File: src/rtl/ym_dac_deserializer.sv
// YM2151 serial DAC stream receiver: oversamples the asynchronous YM lines in the
// i_clk domain and decodes the 3-bit exponent / 10-bit mantissa words into signed 16-bit PCM.
module ym_dac_deserializer #(
   parameter int SYNC_STAGES = 2,
   parameter int SKIP_BITS   = 3
) (
   input  logic               i_clk,
   input  logic               i_rst,
   input  logic               i_bclk,
   input  logic               i_sdata,
   input  logic               i_sh1,
   input  logic               i_sh2,
   output logic signed [15:0] o_left,
   output logic signed [15:0] o_right,
   output logic               o_l_valid,
   output logic               o_r_valid,
   output logic               o_frame_err,
   output logic               o_locked
);

   localparam int          M_LSB    = SKIP_BITS;
   localparam int          E_LSB    = SKIP_BITS + 10;
   localparam logic [4:0]  WORD_LEN = 5'd16;
   localparam logic [4:0]  CNT_MAX  = 5'd31;

   typedef enum logic {UNSYNC, SYNC} state_t;

   function automatic logic signed [15:0] decode(input logic [9:0] m, input logic [2:0] e);
      logic signed [9:0]  s;
      logic signed [15:0] ext;
      s   = {~m[9], m[8:0]};
      ext = {{6{s[9]}}, s};
      if (e == 3'd0)
         return '0;
      return ext <<< (e - 3'd1);
   endfunction

   logic [SYNC_STAGES-1:0] bclk_sync, sdata_sync, sh1_sync, sh2_sync;
   logic                   bclk_hist, sh1_hist, sh2_hist;

   // Dummy bits shift straight through and are never stored.
   logic [15:SKIP_BITS]    sreg;
   logic [15:SKIP_BITS]    sreg_shifted;
   logic [15:SKIP_BITS]    word_p0;
   logic [4:0]             bitcnt, cnt_inc, cnt_eff;
   logic                   bclk_rise, sh1_fall, sh2_fall, sh_fall;
   logic signed [15:0]     sample_p0;

   state_t                 state, state_nxt;
   logic                   l_upd, r_upd, err;

   // Stage 0: synchronizers and edge history
   always_ff @(posedge i_clk) begin
      if (i_rst) begin
         bclk_sync  <= '0;
         sdata_sync <= '0;
         sh1_sync   <= '0;
         sh2_sync   <= '0;
         bclk_hist  <= 1'b0;
         sh1_hist   <= 1'b0;
         sh2_hist   <= 1'b0;
      end else begin
         bclk_sync  <= {bclk_sync[SYNC_STAGES-2:0], i_bclk};
         sdata_sync <= {sdata_sync[SYNC_STAGES-2:0], i_sdata};
         sh1_sync   <= {sh1_sync[SYNC_STAGES-2:0], i_sh1};
         sh2_sync   <= {sh2_sync[SYNC_STAGES-2:0], i_sh2};
         bclk_hist  <= bclk_sync[SYNC_STAGES-1];
         sh1_hist   <= sh1_sync[SYNC_STAGES-1];
         sh2_hist   <= sh2_sync[SYNC_STAGES-1];
      end
   end

   assign bclk_rise = bclk_sync[SYNC_STAGES-1] & ~bclk_hist;
   assign sh1_fall  = ~sh1_sync[SYNC_STAGES-1] & sh1_hist;
   assign sh2_fall  = ~sh2_sync[SYNC_STAGES-1] & sh2_hist;
   assign sh_fall   = sh1_fall | sh2_fall;

   // A strobe coinciding with the last bit clock sees the word after that shift.
   assign sreg_shifted = {sdata_sync[SYNC_STAGES-1], sreg[15:SKIP_BITS+1]};
   assign word_p0      = bclk_rise ? sreg_shifted : sreg;
   assign cnt_inc      = (bitcnt == CNT_MAX) ? CNT_MAX : bitcnt + 5'd1;
   assign cnt_eff      = bclk_rise ? cnt_inc : bitcnt;
   assign sample_p0    = decode(word_p0[M_LSB+9:M_LSB], word_p0[E_LSB+2:E_LSB]);

   always_ff @(posedge i_clk) begin
      if (i_rst) begin
         sreg   <= '0;
         bitcnt <= '0;
      end else begin
         if (bclk_rise)
            sreg <= sreg_shifted;
         if (sh_fall)
            bitcnt <= '0;
         else if (bclk_rise)
            bitcnt <= cnt_inc;
      end
   end

   always_ff @(posedge i_clk) begin
      if (i_rst)
         state <= UNSYNC;
      else
         state <= state_nxt;
   end

   always_comb begin
      state_nxt = state;
      l_upd     = 1'b0;
      r_upd     = 1'b0;
      err       = 1'b0;
      if (sh_fall) begin
         case (state)
            UNSYNC: state_nxt = SYNC;
            SYNC: begin
               if (sh1_fall && sh2_fall)
                  err = 1'b1;
               else if (cnt_eff == WORD_LEN) begin
                  l_upd = sh1_fall;
                  r_upd = sh2_fall;
               end else
                  err = 1'b1;
            end
            default: state_nxt = UNSYNC;
         endcase
      end
   end

   // Stage 1: registered outputs
   always_ff @(posedge i_clk) begin
      if (i_rst) begin
         o_left      <= '0;
         o_right     <= '0;
         o_l_valid   <= 1'b0;
         o_r_valid   <= 1'b0;
         o_frame_err <= 1'b0;
      end else begin
         o_l_valid   <= l_upd;
         o_r_valid   <= r_upd;
         o_frame_err <= err;
         if (l_upd)
            o_left <= sample_p0;
         if (r_upd)
            o_right <= sample_p0;
      end
   end

   assign o_locked = (state == SYNC);

endmodule

File: config.mk
export PLATFORM = sky130hd
export DESIGN_NAME = ym_dac_deserializer
export DESIGN_NICKNAME = d
export VERILOG_FILES = /design/src/rtl/ym_dac_deserializer.sv
export SDC_FILE = /design/constraint.sdc
export NUM_CORES = 1
export LEC_CHECK = 0
export CORE_MARGIN = 1
export CORE_UTILIZATION = 45
export DETAILED_ROUTE_END_ITERATION = 10
export GPL_TIMING_DRIVEN = 0
export PLACE_DENSITY = 0.71
export SLEW_MARGIN = 20
export SYNTH_ARGS = -nofsm -noshare
export SYNTH_HDL_FRONTEND = slang
export SYNTH_SLANG_ARGS = --single-unit
File: constraint.sdc
create_clock -name i_clk -period 5.04 [get_ports i_clk]
set_clock_uncertainty 0.15 [all_clocks]
set_input_delay 1.008 -clock i_clk [delete_from_list [all_inputs] [get_ports i_clk]]
set_output_delay 1.008 -clock i_clk [all_outputs]
set_load 0.005 [all_outputs]
==> summary.md <==
| Metric | Value |
|---|---|
| Outcome | complete, no violations |
| Number of placement rows | 29 |
| Post-synth net total | approximately 340 |
| Final slew viol count | 0 |
| Starting DRC count in detailed routing | roughly 170 |
| Final critical-path required period | 3092 ps |
| Crit-path max cell delay | roughly 330 ps |
| TritonCTS clock tree | built |
| Relative slew margins | around 62% |
| WS Path Type | flop to flop |
| Path type of the worst min-delay path | flop to flop |
| Arrival time worst endpoint | around 3200 ps |
| End of the worst register-to-register path | o_right[11] |
| Depth of the CTS H-tree | 3 |
| Number of I/O pins | between 40 and 50 |
| Post-synth top area cell | dfxtp_1 |
| Via total after detailed routing | between 2,000 and 3,000 |
| Worst slew pin tran | about 570 ps |
| Reg-to-reg startpoint | bclk_sync[1] |
| Most area-consuming cells after synthesis | dfxtp_1 44%, mux2i_1 6.0%, nor2_1 5.0% |
| Post-synth cell types | 53 |
| Drt pass-1 iters | 4 |
| # port buffers | 40 |
| Total routing resource utilization after global routing | between 20% and 30% |
| Final cell count without fillers | around 460 |
| Number of enable-type register cells in the synthesized netlist | 0 |
| Cell leakage power | 1.225 nW |
| Flip-flop cell with the highest count after synthesis | dfxtp_1 |
| Ranking of synthesized cells by instance count | 65 x dfxtp_1, 40 x nor2_1, 26 x nand2_1, 18 x mux2i_1, 17 x a21oi_1 |
| Maximum fanout along the worst path | 10 |
| Reg2reg path depth | 13 |
| Wire length reported by the detailed router | a little under 7000 um |
| Period Utilization, post-route | between 60 and 70% |
| Total Nets Final | 390 |
| Post-synthesis sequential area ratio | between 40% and 50% |
| Launch instance of the worst min-delay path | bclk_sync[0] |
| Per-cell via count in the routed design | ~5.6 |
| Nature of the critical path startpoint | flop |
| Syn Area/Cell | roughly 9.1 um^2 |
| CTS buffer count | 9 |
| Worst Hold Path Cells | 1 |
| Diodes inserted | 0 |
| Drc violations | 0 |
| CP endpoint kind | flop |
| Power density cells | 274.1 nW/um^2 |
| Global-route wire length before repair | between 10,000 and 15,000 um |
| Placed Cells | 447 |
| Number of storage elements in the synthesis netlist | between 60 and 70 |
| Highest Clock Rate | between 300 and 400 MHz |
| Overflow left after global routing | 0 |
| Signed area change from the synthesized netlist to the final layout | 23.18% |
| Setup repair after global routing missed its margin | no |
| Antenna Violating Nets Remaining | 0 |
| Chip width | around 84 um |
| Clock input transition at the sequential cells of the worst setup and hold paths | around 70 ps |
| HPWL reported at the end of detailed placement | 4791 um |
| Library cell with the highest instance count after synthesis | dfxtp_1 |
| Skew-Pair Late Insertion Delay | about 340 ps |
| TNS Setup | 0 ps |
| Hold violation count in the final report | 0 |
| Ratio of cells with drive above 1 in the final layout | 10.36% |
| Required time of the worst setup path | roughly 5200 ps |
| Setup Buffers After CTS | 0 |
| Initial cell density of the core | approximately 47% |
| Synthesized cell area | about 3000 um^2 |
| CP max stage cell | dfxtp_1 |
| Setup slack of the most critical reg-to-reg path | 1950 ps |
| Clk buf depth | 2 |
| DIE AREA | around 7000 um^2 |
| Gate count after technology mapping | 330 |
| Number of antenna violations at the first check in global routing | 0 |
| Worst vdd rail ir drop | approximately 0.19 mV |
| Largest net degree at the start of global routing | 13 |
| Post-synth ARST share | 0% |
| Num Clock Sinks | 65 |
| Hold path endpoint | bclk_sync[1] |
| Die Y | 83.52 um |
| Core area | ~6400 um^2 |
| Count of hold-fix buffers inserted at cts | 0 |
| Maxcap violations | 0 |
| Post-detailed-route wirelength per cell | 14.57 um |
| Final weighted congestion in routability-driven placement | around 0.91 |
| Number of setup violations in the final report | 0 |
| Area share of the largest cell type after synthesis | 43.51% |
| Clock tree root buffer cell | clkbuf_8 |
| Yosys warnings | 0 |
| Number of global-route vias before repair | 2,406 |
| Cell Chain, Critical Path | buf_6 -> nor2b_4 -> buf_6 -> buf_4 -> mux2i_1 -> ha_1 -> ha_1 -> clkbuf_1 -> or2_2 -> clkbuf_1 -> o32ai_1 -> a21oi_1 -> o22ai_1 |
| Resized cells post-CTS | 0 |
-- layer usage --
layer | global-route usage [%] | vias up | routed length, um
li1 | - | 1282 | -
met1 | 27.66 | 1247 | 3231
met2 | 30.70 | 54 | 3076
met3 | 6.133 | 8 | 325
met4 | 9.399 | 0 | 112
met5 | 0 | - | 0
-- where the power goes --
group          switching (mW)  total [mW]  internal (mW)
clock                   0.205       0.434          0.229
combinational          0.0322      0.0544         0.0222
sequential            0.00337       0.522          0.518
total                   0.240        1.01          0.769
-- area by class of cell --
type / instances / area, um^2
fill: 609 / 2703
multi-input combinational: 227 / 1489
sequential: 65 / 1301
timing repair buffer: 40 / 400.4
buffer: 22 / 140.1
clock buffer: 10 / 127.6
tap: 77 / 96.34
clock inverter: 6 / 68.82
inverter: 16 / 60.06
-- sequential cells by signal (all words and copies together) (netlist names) --
signal,cells
o_l_valid,1
sh1_sync,2
sh2_hist,1
o_locked,1
o_left,16
sdata_sync,2
sh2_sync,2
o_right,16
sreg,13
bitcnt,5
bclk_sync,2
o_frame_err,1
bclk_hist,1
o_r_valid,1
sh1_hist,1
-- critical path, delay by kind of cell, from the launching register on --
kind,cells,cell delay (ps)
adders and majority gates,2,410
DFF,1,330
muxes,1,260
buffers and inverters,5,810
and+or+nand+nor,2,450
AOI/OAI and AO/OA,3,630
-- layout by cell type, fill, tap and decap left out, types with 2 or more instances in the layout --
cell / n
o32a_1: 8
nand2b_1: 11
o21bai_1: 2
dfxtp_1: 65
nor3_2: 2
nand2_1: 26
nand2b_2: 2
a21boi_0: 2
ha_1: 3
nand4_1: 2
inv_1: 16
clkbuf_1: 14
nor2b_1: 15
nand3_1: 3
mux2i_1: 18
nor3_1: 4
nor2_1: 40
and4b_1: 3
clkinvlp_4: 4
o21ai_1: 7
o211ai_1: 2
o32ai_1: 12
a21oi_1: 17
o21ai_0: 4
buf_6: 7
or3_1: 4
o22ai_1: 15
clkbuf_8: 9
clkdlybuf4s50_1: 40
-- cells by family (layout without fill, tap and decap cells) --
kind of cell             after synthesis  in the layout  share of synthesized area (%)
AO/OA/AOI/OAI                         83             83                          20.80
buffers and inverters                 38             94                          6.695
adder cells (fa/ha/maj)                3              3                          1.255
multiplexers                          18             18                          6.025
flip-flops                            65             65                          43.51
AND/OR/NAND/NOR                      123            123                          21.72
-- worst max path at each step --
stage / startpoint / slack [ps] / depth (start not counted) / to
global placement: bclk_sync[1] / 2000 / 13 / o_right[11]
CTS: bclk_sync[1] / 1960 / 13 / o_right[11]
floorplan: bclk_sync[1] / 2330 / 13 / o_right[11]
detailed placement: bclk_sync[1] / 2000 / 13 / o_right[11]
finish: bclk_sync[1] / 1950 / 13 / o_right[11]
global route: bclk_hist / 1730 / 10 / o_right[9]
-- through the flow --
stage                     hold slack [ps]  util (%)  power [mW]  instance area (um^2)  worst slack (ps)
after detailed placement            278.9     54.60      0.5874                  3487              2000
final                               289.6     57.68       1.010                  3684              1948
after global placement              268.5     54.60      0.5867                  3487              2003
after floorplan                     263.8         -      0.5719                  2990              2329
after global routing                309.9     57.68       1.046                  3684              1727
after CTS                           295.4     57.68       1.019                  3684              1958
Note: power is estimated with default switching activity, not from simulation.
